==> src/rtl/if_id_buffer.sv <==
// IF/ID pipeline boundary: two-entry skid buffer with flush and instruction predecode.
// Optional IFID_STATS_EN adds saturating stall/flush counters on extra output ports.
module if_id_buffer #(
  parameter int unsigned          DATA_W    = 32,
  parameter int unsigned          CNT_W     = 16,
  parameter logic [DATA_W-1:0]    NOP_INSTR = '0
) (
  input  logic              clk,
  input  logic              rst,
  input  logic              in_valid,
  output logic              in_ready,
  input  logic [DATA_W-1:0] in_pc,
  input  logic [DATA_W-1:0] in_instr,
  input  logic              flush,
  output logic              out_valid,
  input  logic              out_ready,
  output logic [DATA_W-1:0] out_pc,
  output logic [DATA_W-1:0] out_instr,
  output logic [3:0]        out_opcode,
  output logic [5:0]        out_rd,
  output logic [5:0]        out_rs,
  output logic [5:0]        out_rt
`ifdef IFID_STATS_EN
  ,
  output logic [CNT_W-1:0]  stall_cnt,
  output logic [CNT_W-1:0]  flush_cnt
`endif
);

  typedef enum logic [1:0] {EMPTY, ONE, FULL} state_t;

  state_t            state;
  logic [DATA_W-1:0] main_pc, main_instr;
  logic [DATA_W-1:0] skid_pc, skid_instr;
  logic              push, pop;

  // in_ready depends only on the state register and rst, never on out_ready.
  always_comb begin
    in_ready  = !rst && (state != FULL);
    out_valid = (state != EMPTY);
    push      = in_valid && in_ready;
    pop       = out_valid && out_ready;
    out_pc    = main_pc;
    out_instr = out_valid ? main_instr : NOP_INSTR;
  end

  assign out_opcode = out_instr[31:28];
  assign out_rd     = out_instr[27:22];
  assign out_rs     = out_instr[21:16];
  assign out_rt     = out_instr[15:10];

  always_ff @(posedge clk) begin
    if (rst) begin
      state      <= EMPTY;
      main_pc    <= '0;
      main_instr <= '0;
      skid_pc    <= '0;
      skid_instr <= '0;
    end else if (flush) begin
      // Same-cycle push is dropped; a same-cycle pop needs no state of its own.
      state <= EMPTY;
    end else begin
      unique case (state)
        EMPTY: begin
          if (push) begin
            state      <= ONE;
            main_pc    <= in_pc;
            main_instr <= in_instr;
          end
        end
        ONE: begin
          if (push && pop) begin
            main_pc    <= in_pc;
            main_instr <= in_instr;
          end else if (push) begin
            state      <= FULL;
            skid_pc    <= in_pc;
            skid_instr <= in_instr;
          end else if (pop) begin
            state <= EMPTY;
          end
        end
        FULL: begin
          if (pop) begin
            state      <= ONE;
            main_pc    <= skid_pc;
            main_instr <= skid_instr;
          end
        end
        default: state <= EMPTY;
      endcase
    end
  end

`ifdef IFID_STATS_EN
  always_ff @(posedge clk) begin
    if (rst) begin
      stall_cnt <= '0;
      flush_cnt <= '0;
    end else begin
      if (in_valid && !in_ready && stall_cnt != '1) stall_cnt <= stall_cnt + 1'b1;
      if (flush && flush_cnt != '1)                  flush_cnt <= flush_cnt + 1'b1;
    end
  end
`endif

endmodule

==> config.mk <==
export PLATFORM = sky130hd
export DESIGN_NAME = if_id_buffer
export DESIGN_NICKNAME = d
export VERILOG_FILES = /design/src/rtl/if_id_buffer.sv
export SDC_FILE = /design/constraint.sdc
export NUM_CORES = 1
export LEC_CHECK = 0
export CAP_MARGIN = 20
export CORE_MARGIN = 1.5
export CORE_UTILIZATION = 50
export CTS_CLUSTER_DIAMETER = 120
export DETAILED_ROUTE_END_ITERATION = 16
export GPL_TIMING_DRIVEN = 0
export MAX_ROUTING_LAYER = met4
export PLACE_DENSITY = 0.79
export SETUP_SLACK_MARGIN = 0.1
export SKIP_LAST_GASP = 1
export SYNTH_ARGS = -nofsm -noshare
export SYNTH_HDL_FRONTEND = slang
export SYNTH_SLANG_ARGS = --single-unit
==> constraint.sdc <==
create_clock -name clk -period 1.6 [get_ports clk]
set_input_delay 0.32 -clock clk [delete_from_list [all_inputs] [get_ports clk]]
set_output_delay 0.32 -clock clk [all_outputs]
set_load 0.01 [all_outputs]
==> implementation parameters <==
Parameter                              Value

Timing
  Max Freq    around 510 MHz
  Time the worst path needs with I/O delays and setup    between 1.5 and 2 ns
  Max-slew violations    0
  Final setup violation count    roughly 190
  Measured slew at the worst slew-check pin    between 0.9 and 1 ns
  Setup clock skew after layout    approximately 0.0095 ns
  Final count of hold timing violations    0
  Unrepaired setup endpoints after global routing    yes
  Final period util    122%
  Worst Setup Slack, final    -0.349 ns
  Normalized max-slew margin    approximately 34%
  Final setup TNS    -36.86 ns

Floorplan
  Die width    115 microns
  DIE AREA    about 0.013 sq mm
  Total number of placement rows    40
  Starting utilization of the core area    approximately half
  I/O Pins    between 150 and 200
  CORE AREA    ~0.012 sq mm
  Chip height    about 120 microns

Power
  Power per standard cell area    slightly below 800 mW/mm^2
  Leak Pwr    4.70 nW
  Reg power frac    ~38%
  Share of power burned in the clock network    between 40 and 50%
  Switching portion of total power    between 20% and 30%
  Comb pwr share    17.7%
  Psw    between 2 and 3 mW
  Max IR drop VDD    1.02 mV
  Internal power of the cells    roughly 6.5 mW

Routing
  Vias post-DR    7661
  DRC violation total after the first TritonRoute iteration    ~1000
  Vias per cell    7.09
  Routed length per instance    just under 30 microns
  Antenna Nets Post-Route    0
  Drc violations    0
  Total Routed Length    ~31000 microns
  First-pass DRT Iterations    5

Layout
  Share of cells above drive strength 1    a little over half
  Finished Core Util    93.5%
  Number of nets in the final layout    a little under 1000
  Post-route insts no fill    around 1100
  Layout overhead on the synthesized area    80.1%
  Area used by multi-input combinational logic    around 0.0046 sq mm
  Cell area after layout    about 0.011 sq mm
  Number of fill cells    334
  Area occupied by registers    approximately 0.0026 sq mm

Yosys
  Count of mapped cells out of synthesis    a little under 700
  Mean instance size in the synthesized netlist    ~9.3 sq um
  Multiplexer area fraction after synthesis    between 10% and 20%
  Register bit total from synthesis    between 100 and 150
  Count of distinct cell types in the synthesized netlist    29
  Share of flip-flops with an asynchronous set or reset    0%
  Total number of yosys warnings    0
  Syn nets    748
  Post-synthesis share of cell area spent on full adders, half adders and majority gates    0%
  Top_reg_cell synth    dfxtp_1
  Fraction of synthesized cell area in xor and xnor cells    0%
  Complex-gate fraction of the synthesized area    between 20 and 30%
  Share of synthesized cell area in and, or, nand and nor gates    around a tenth
  Count of flip-flops with a built-in enable after synthesis    0
  Post-synthesis instance area    roughly 0.0063 sq mm
  Combinational family with the most area after synthesis    compound AO/OA/AOI/OAI gates
  Seq/Total Area, Yosys    a little over 40%

GRT
  Via count of the first global-routing pass    between 6000 and 7000
  Pin count of the biggest net entering global routing    17
  Gr usage total    between 30% and 40%
  Number of antenna violations at the first check in global routing    3
  First-pass GRT wire length    33100 microns
  Grt total ovfl    0

Run status
  Failing checks    negative setup slack
  Run status    finished with violations

CTS
  CTS tree    built
  TritonCTS Buffers    17
  Clock Path Buffers    2
  Register clock-pin slew on the reported worst setup and hold paths    0.06 ns
  Count of H-tree levels built during CTS    4
  Cell at the root of the clock tree    clkbuf_16
  Clk Latency, worst-skew pair    between 0.4 and 0.5 ns
  Post-cts hold buffer count    0
  Number of sinks on the clock net    130

Worst setup path
  Startpoint of the worst setup timing path    state[1]$_SDFFE_PP0P_
  Setup crit end kind    primary output
  Type of the worst setup path    flip-flop to primary output
  WP data required    1.28 ns
  Start of the worst register-to-register path    state[0]$_SDFFE_PP0P_
  Crit path arrival time    around 1.6 ns
  Register-to-register setup slack    -0.33 ns
  Startpoint class of the critical path    flip-flop
  Max FO, Critical Path    7

Place
  DPL Wire Length    about 13000 microns
  Number of buffers added on ports    approximately 160
  Total placed cells including tap cells    roughly 1000
  Routability congestion estimate from global placement    approximately 0.83
  Cell area after placement    roughly 0.0081 sq mm

Job
  Max-cap violations    0

Worst hold path
  Hold Crit Class    input port to flip-flop
  Startpoint of the worst hold path    in_valid
-- power groups by stage --
stage	logic (mW)	registers [mW]	clock network (mW)
3_5_place_dp	0.950	3.46	0
6_report	1.60	3.43	4.02
2_1_floorplan	0.471	3.47	0
5_1_grt	1.63	3.43	4.08
3_3_place_gp	0.931	3.46	0
4_1_cts	1.14	3.40	3.87
-- synth_stat cells, types with 2 or more instances --
master	count	area share (%)
buf_4	31	3.7
nor2b_1	34	3.4
a311oi_1	64	8.9
buf_12	4	1.3
buf_6	8	1.4
o21ai_0	64	5.1
a211oi_1	64	7.6
a21oi_1	65	5.2
dfxtp_1	130	41
nor2_1	3	0.18
nand3_1	64	5.1
mux2i_1	65	10
nand2b_1	2	0.20
buf_2	28	2.2
clkbuf_1	38	2.3
clkbuf_4	2	0.24
-- worst paths after layout --
check                                 to  cells after the start
min                state[1]$_SDFFE_PP0P_                      3
max reg2reg  main_instr[24]$_SDFFE_PP0P_                      6
min reg2reg  skid_instr[19]$_SDFFE_PP0P_                      2
max                            out_rd[2]                      7
-- cell usage in the layout (no fill, tap or decap), types with 5 or more instances in the layout --
master	synthesis	layout
a311oi_4	0	9
nand3_2	0	31
a21oi_1	65	20
o21ai_1	0	19
a311oi_2	0	55
clkbuf_4	2	19
nor2b_1	34	8
o21ai_0	64	22
nand3_4	0	10
clkinvlp_4	0	5
nand3_1	64	23
clkbuf_16	0	24
buf_6	8	100
buf_8	1	10
a21oi_2	0	45
buf_12	4	13
o21ai_2	0	22
buf_4	31	23
dfxtp_1	130	128
clkbuf_1	38	18
mux2i_1	65	60
a211oi_1	64	9
dlymetal6s2s_1	0	33
a211oi_2	1	54
clkbuf_8	0	6
nor2b_4	0	25
clkdlybuf4s50_1	0	65
buf_2	28	18
-- registers in the layout, summed over array words and instances, names as in the netlist --
register	cells
out_pc	32
skid_pc	32
skid_instr	32
main_instr	32
state	2
-- cell type report --
cell class              count  share of cell area [%]
well taps                 168                    1.85
flip-flops and latches    130                    22.9
diodes                      3                  0.0660
repair buffers            201                    19.7
clock buffers              23                    4.29
clock inverters             8                   0.902
plain buffers             111                    9.76
inverters                   1                  0.0550
multi-input cells         436                    40.5
-- worst max-delay path, stage by stage, from the launching register on --
cell and delay, ns:
dfxtp_2 0.33, buf_6 0.12, nor2_4 0.04, buf_12 0.15
clkbuf_16 0.17, nor2b_4 0.17, buf_6 0.12, buf_6 0.09
-- metal layers --
layer	part of all wire, %	vias to the layer above	track usage [%]
met5	0	-	-
met1	35	3717	37.9
li1	-	3016	-
met4	7.0	0	15.1
met2	48	704	54.4
met3	9.7	224	8.01
-- per-stage QoR --
| stage | setup slack [ns] | hold WS, ns | power [mW] |
|---|---|---|---|
| floorplan | 0.00650 | 0.393 | 3.94 |
| global placement | -0.823 | 0.459 | 4.39 |
| detailed placement | -0.879 | 0.466 | 4.41 |
| CTS | -0.257 | 0.383 | 8.41 |
| global route | -0.364 | 0.423 | 9.15 |
| finish | -0.349 | 0.405 | 9.05 |
-- kinds of logic (layout without fill, tap and decap cells) --
group                  count (synthesis)  count (layout)
and+or+nand+nor                      111             111
muxes                                 65              65
buffers and inverters                113             344
other                                  0               3
DFF                                  130             130
AOI/OAI and AO/OA                    260             260
-- repair_timing --
item                                    in CTS  in global routing
endpoints found under the setup margin     210                216
pin swaps                                    9                129
cloned                                      12                  3
gates resized for setup                    450                398
buffers inserted                            19                 13
Power figures use the tool's default switching activity.
